<file path="src/rtl/inst_fetch.sv">
// inst_fetch: instruction fetch stage feeding the control decoder.
//
// Holds the program counter and issues one word-aligned request at a time
// to instruction memory. Each returned word is registered and offered
// downstream under valid/ready. Fetch stops for good once the stop
// instruction (opcode 7'b1111111) has been accepted downstream.
//
// Ports:
//   i_clk, i_rst     clock; synchronous active-high reset
//   o_i_addr         instruction-memory address (current PC)
//   o_i_valid_addr   one-cycle request strobe
//   i_i_valid_inst   memory response valid (honoured only while waiting)
//   i_i_inst         memory response data
//   o_inst           registered instruction to the decoder
//   o_inst_valid     o_inst holds an unconsumed instruction
//   i_inst_ready     downstream accepts o_inst this cycle
//   o_pc             PC of the instruction in o_inst
//   o_halted         stop instruction consumed; fetch idle until reset
//   o_fetch_cnt      instructions accepted downstream (wraps)
//
// state | meaning
// ------+--------------------------------------------------------------
// IDLE  | post-reset settle; one full clock after reset release
// REQ   | request strobe high for exactly one cycle, address = PC
// WAIT  | waiting for the memory response, no timeout
// HOLD  | instruction presented downstream until accepted
// HALT  | stop instruction accepted; all strobes low until reset

module inst_fetch #(
  parameter int ADDR_W = 64,
  parameter int INST_W = 32
) (
  input  logic              i_clk,
  input  logic              i_rst,
  output logic [ADDR_W-1:0] o_i_addr,
  output logic              o_i_valid_addr,
  input  logic              i_i_valid_inst,
  input  logic [INST_W-1:0] i_i_inst,
  output logic [INST_W-1:0] o_inst,
  output logic              o_inst_valid,
  input  logic              i_inst_ready,
  output logic [ADDR_W-1:0] o_pc,
  output logic              o_halted,
  output logic [31:0]       o_fetch_cnt
);

  localparam logic [6:0] STOP_OP = 7'b1111111;

  typedef enum logic [2:0] {
    S_IDLE,
    S_REQ,
    S_WAIT,
    S_HOLD,
    S_HALT
  } state_t;

  state_t              state_q;
  state_t              state_d;
  logic                rst_hold_q;
  logic [ADDR_W-1:0]   pc_q;
  logic [INST_W-1:0]   inst_q;
  logic [ADDR_W-1:0]   inst_pc_q;
  logic [31:0]         cnt_q;
  logic                capture;
  logic                accept;
  logic                is_stop;

  assign is_stop = (inst_q[6:0] == STOP_OP);

  always_comb begin
    state_d = state_q;
    capture = 1'b0;
    accept  = 1'b0;
    case (state_q)
      // The first edge after reset release keeps IDLE, so IDLE is a whole
      // clock with reset low before the first request goes out.
      S_IDLE: if (!rst_hold_q) state_d = S_REQ;
      S_REQ:  state_d = S_WAIT;
      S_WAIT: begin
        if (i_i_valid_inst) begin
          capture = 1'b1;
          state_d = S_HOLD;
        end
      end
      S_HOLD: begin
        if (i_inst_ready) begin
          accept  = 1'b1;
          state_d = is_stop ? S_HALT : S_REQ;
        end
      end
      S_HALT: state_d = S_HALT;
      default: state_d = S_IDLE;
    endcase
  end

  always_ff @(posedge i_clk) begin
    if (i_rst) begin
      state_q    <= S_IDLE;
      rst_hold_q <= 1'b1;
      pc_q       <= '0;
      inst_q     <= '0;
      inst_pc_q  <= '0;
      cnt_q      <= '0;
    end else begin
      state_q    <= state_d;
      rst_hold_q <= 1'b0;
      if (capture) begin
        inst_q    <= i_i_inst;
        inst_pc_q <= pc_q;
      end
      if (accept) begin
        cnt_q <= cnt_q + 32'd1;
        if (!is_stop) pc_q <= pc_q + ADDR_W'(4);
      end
    end
  end

  // All outputs come from registers only; no input reaches an output
  // combinationally.
  assign o_i_addr       = pc_q;
  assign o_i_valid_addr = (state_q == S_REQ);
  assign o_inst         = inst_q;
  assign o_inst_valid   = (state_q == S_HOLD);
  assign o_pc           = inst_pc_q;
  assign o_halted       = (state_q == S_HALT);
  assign o_fetch_cnt    = cnt_q;

endmodule

</file>
<file path="config.mk">
export PLATFORM = sky130hd
export DESIGN_NAME = inst_fetch
export DESIGN_NICKNAME = d
export VERILOG_FILES = /design/src/rtl/inst_fetch.sv
export SDC_FILE = /design/constraint.sdc
export NUM_CORES = 1
export LEC_CHECK = 0
export ABC_AREA = 1
export BUFFER_PORTS_ARGS = -buffer_cell sky130_fd_sc_hd__buf_2
export CAP_MARGIN = 5
export CORE_ASPECT_RATIO = 1.25
export CORE_MARGIN = 2
export CORE_UTILIZATION = 57
export CTS_CLUSTER_SIZE = 12
export DETAILED_ROUTE_END_ITERATION = 12
export PLACE_DENSITY = 0.85
export SKIP_LAST_GASP = 1
export SLEW_MARGIN = 15
export SYNTH_ARGS = -nofsm -noshare
export SYNTH_HDL_FRONTEND = slang
export SYNTH_SLANG_ARGS = --single-unit
</file>
<file path="constraint.sdc">
create_clock -name i_clk -period 2.85 [get_ports i_clk]
set_input_delay 0 -clock i_clk [delete_from_list [all_inputs] [get_ports i_clk]]
set_output_delay 0 -clock i_clk [all_outputs]
set_load 0.005 [all_outputs]
</file>
== After elaboration in Yosys (flattened, before gate mapping) ==
Cells that the tools add are included.
Storage, ports and cells
  register bits: 196
  input port bits: 36
  output and inout port bits: 195
  logic and storage cells: 30
Cells by class
  add/subtract/negate cells: 2
  equality and inequality tests: 8
  mux-type cells: 10
  bitwise operators: 1
  reductions and logical operators: 3
Operator list (count)
  64-bit by 3-bit adder with 64-bit output (second input constant): 1
  32-bit by 1-bit adder with 32-bit output (second input constant): 1
  3-bit case mux with 5 select lines: 1
  3-bit two-way mux: 4
  7-bit equality test (second input constant): 1
  3-bit by 2-bit equality test with 1-bit output (second input constant): 2
  1-bit two-way mux: 5
  2-bit != test (second input constant): 2
  3-bit by 1-bit equality test with 1-bit output (second input constant): 1
  3-bit equality test (second input constant): 1
  3-bit logical NOT: 1
  3-bit AND reduction: 1
  2-bit by 1-bit != test with 1-bit output (second input constant): 1
  2-bit AND reduction: 1
  1-bit inverter: 1

== Longest topological paths before layout ==
  depth after elaboration: 4
  mapped depth: 11
  depth with buffers taken out: 11

== Worst setup path before layout ==
Ideal clock, no wire load.
  path kind: reg-to-reg
  from: reg pc_q[3] (netlist: o_i_addr[3])
  to: reg pc_q[50] (netlist: o_i_addr[50])
  arrival time: 1480 ps
  required time: 2734 ps
  path slack: 1254 ps
  stages on the path, launching flop included: 11
  path buffers: 0
  period minus slack after synthesis: 1596 ps
  cells stage by stage: dfxtp_1 -> ha_1 -> inv_1 -> nor2_1 -> nand2_1 -> nor2_1 -> nand2_1 -> nor2_2 -> nand2_1 -> o21ai_0 -> nor2_1
On the way
  word-level cells in the longest chain between the ends: 1
RTL lines
  start: declaration: line 60  | logic [ADDR_W-1:0] pc_q;
  start signal: assignment: line 113  | if (!is_stop) pc_q <= pc_q + ADDR_W'(4);
  64-bit by 3-bit adder with 64-bit output: line 113
Every way passes these cells.
A chain may end at the register's enable or synchronous reset.

== Worst setup path in the final report ==
  from: reg state_q[0]
  to: reg pc_q[55] (netlist: o_i_addr[55])
On the way
  word-level cells in the longest chain between the ends: 3
RTL lines
  start: declaration: line 57  | state_t state_q;
  start signal: assignment: line 105  | state_q <= state_d;
  3-bit by 2-bit equality test with 1-bit output: line 74  | case (state_q)
  1-bit two-way mux: line 74
  2-bit AND reduction (no line)
Every way passes these cells.

==> impl_metrics.json <==
{
  "htree_levels": 4,
  "worstHoldPathCells": 5,
  "path_class": "reg2reg",
  "chipHeight_um": 144,
  "die_w_um": 116,
  "regToRegEndpoint": "o_i_addr[55]",
  "cap_violations": 0,
  "dp_hpwl_mm": 18.6,
  "num_rows": 51,
  "antenna_left": 0,
  "via_per_inst": 5.27,
  "drt-total-wl_mm": 26.4,
  "ys_seq_elements": 192,
  "tightest_slew_ns": 0.625,
  "cts_hold_buf": 32,
  "endpoint_kind": "register",
  "required_ns": 3.18,
  "core_um2": 15400,
  "r2r_cells": 9,
  "crit_arrival_ns": 2.51,
  "dr.pass1.iters": 6,
  "ff2ff_setup_slack_ns": 0.67,
  "antenna_cells": 0,
  "ios": 231,
  "period_needed_ns": 2.18,
  "power.density_nw_per_um2": 591,
  "vias": 9367,
  "syn_avg_cell_area_um2": 6.76,
  "finalClockSkew_ns": 0.00886,
  "power.leakage_nw": 5.11,
  "drc": 0,
  "synth-edff-count": 0,
  "drive_above_1_share_pct": 19.2,
  "cts_buffers": 17,
  "whs_endpoint": "o_fetch_cnt[1]",
  "ir_drop_mv": 0.309,
  "synthTopCellsByArea": "dfxtp_1, nor2_1, nand2_1, o21ai_0, inv_1",
  "grt_use_total_pct": 31.4,
  "worst_skew_pair.late_latency_ns": 0.44,
  "gp_congestion": 0.953,
  "area_delta_synth_final_pct": 23.4,
  "synth_top_area_share_pct": 43.2,
  "initialDrtViolationCount": 743,
  "path_clk_slew_ns": 0.07,
  "placedCellCount": 1714,
  "layout.nets": 1591,
  "netlist_instances": 1317,
  "yosysWarnings": 0,
  "cts_sinks": 192,
  "worstReg2RegStart": "state_q[0]",
  "post_drt_wl_per_cell_um": 14.9,
  "portBuffers": 226,
  "grt_pass1_vias": 8550,
  "cts_buffer_depth": 2,
  "clock.fmax_mhz": 459,
  "hold_viol_final": 0,
  "yosysUniqueCellTypes": 36,
  "worstHoldStart": "i_inst_ready",
  "cp_max_fo": 20,
  "post_cts_buffers": 0,
  "grt_max_degree": 123,
  "grt_setup_unrepaired": "false",
  "timing.final.ws_setup_ns": 0.672,
  "slew_headroom_pct": 58.0,
  "grt_pass1_wl_mm": 41.4,
  "syn_area_um2": 8900,
  "synth_top_area_cell": "dfxtp_1",
  "post_cts_resized": 0,
  "initial_core_util_pct": 57.7,
  "gr-total-overflow": 0,
  "layoutNonFillerInstCount": 1776,
  "hold_class": "in2reg",
  "status": "finished, final reports clean",
  "pre_cts_slack_ns": 0.735,
  "antenna_found_initial": 0,
  "synth-seq-area-share_pct": 43.2,
  "async_reset_ff_share_pct": 0,
  "drv_slew": 0,
  "setup_viol": 0,
  "cts_root_buf": "clkbuf_16",
  "fin_tns_setup_ns": 0,
  "die_area_um2": 16600,
  "fin_crit_sh_pct": 76.4,
  "startpoint_type": "register",
  "cts_tree": "done",
  "synth_flop_cell": "dfxtp_1"
}
layout by cell type, fill, tap and decap left out, types with 17 or more instances in the layout:
cell type,instances
dfxtp_1,192
o21ai_0,122
inv_1,133
nor3_1,22
clkbuf_16,17
dlygate4sd3_1,32
nand3_1,67
buf_2,226
nand2_1,235
nor2_1,331
a21oi_1,63
cell families (layout without fill, tap and decap cells):
kind of cell | count (synthesis) | count (layout) | synth area share (%)
AO/OA/AOI/OAI | 205 | 205 | 12.1
buffers and inverters | 186 | 430 | 8.73
flip-flops | 192 | 192 | 43.2
other | 1 | 4 | 0.0421
XOR/XNOR | 17 | 17 | 1.67
AND/OR/NAND/NOR | 714 | 714 | 34.0
adder cells (fa/ha/maj) | 2 | 2 | 0.281
worst max-delay path by stage:
stage,to,from,cells past startpoint
CTS,o_i_addr[55],state_q[0],9
floorplan,o_i_addr[50],o_i_addr[3],10
finish,o_i_addr[55],state_q[0],9
global route,o_i_addr[55],state_q[0],9
global placement,o_i_addr[55],state_q[0],9
detailed placement,o_i_addr[55],state_q[0],9
power by group:
part | switching, W | internal (W) | total (W)
combinational | 0.000646 | 0.000427 | 0.00107
sequential | 0.000156 | 0.00298 | 0.00313
clock | 0.00104 | 0.00124 | 0.00228
total | 0.00184 | 0.00465 | 0.00649
worst max-delay path, cell delays in order (launching register included):
cell	delay, ns
dfxtp_1	0.47
nand3_2	0.15
nor2_4	0.27
nand2_2	0.38
nor2_2	0.29
nand2_1	0.08
nor2_1	0.18
nand3_1	0.11
nand2_1	0.08
nor2_1	0.05
sequential cells by signal, summed over array words and instances (netlist names):
name,cells
o_i_addr,62
o_pc,62
o_fetch_cnt,32
o_inst,32
state_q,3
rst_hold_q,1
metrics by stage:
stage	cell area, um2	total power (W)	util, %	hold WS [ns]
floorplan	8910	0.00378	-	0.0277
global placement	10100	0.00417	65.5	0.220
detailed placement	10100	0.00420	65.5	0.231
CTS	11000	0.00649	71.1	0.0493
global route	11000	0.00677	71.1	0.0807
finish	11000	0.00649	71.1	0.0651
synth_stat cells (4+ instances only):
| cell | number |
|---|---|
| xor2_1 | 13 |
| nand3_1 | 67 |
| nor3_1 | 22 |
| o21a_1 | 8 |
| a21oi_1 | 63 |
| buf_1 | 4 |
| dfxtp_1 | 192 |
| o21ai_0 | 122 |
| buf_4 | 11 |
| nor2_4 | 5 |
| nor2_1 | 331 |
| buf_2 | 6 |
| clkbuf_1 | 24 |
| nor3_2 | 7 |
| xnor2_1 | 4 |
| nand2_1 | 235 |
| buf_6 | 4 |
| nor2_2 | 15 |
| inv_1 | 134 |
| nand4_1 | 14 |
| o21bai_1 | 4 |
| nand2_2 | 5 |
layer usage:
metal  wire [um]  share of wire, %  track usage [%]  vias up
met4        1170               4.4             16.5        0
met1       11000                42             38.6     4300
li1            -                 -                -     4633
met5           0                 0                0        -
met2       12800                48             52.5      356
met3        1450               5.5             5.23       78
final cells by class:
class | count | area (um2)
multi-input combinational | 942 | 4300
tap | 212 | 265
inverter | 137 | 515
clock inverter | 9 | 85.1
clock buffer | 21 | 460
fill | 1336 | 4460
timing repair buffer | 263 | 1510
sequential | 192 | 3840
No activity file was read; power rests on OpenSTA's default activity.
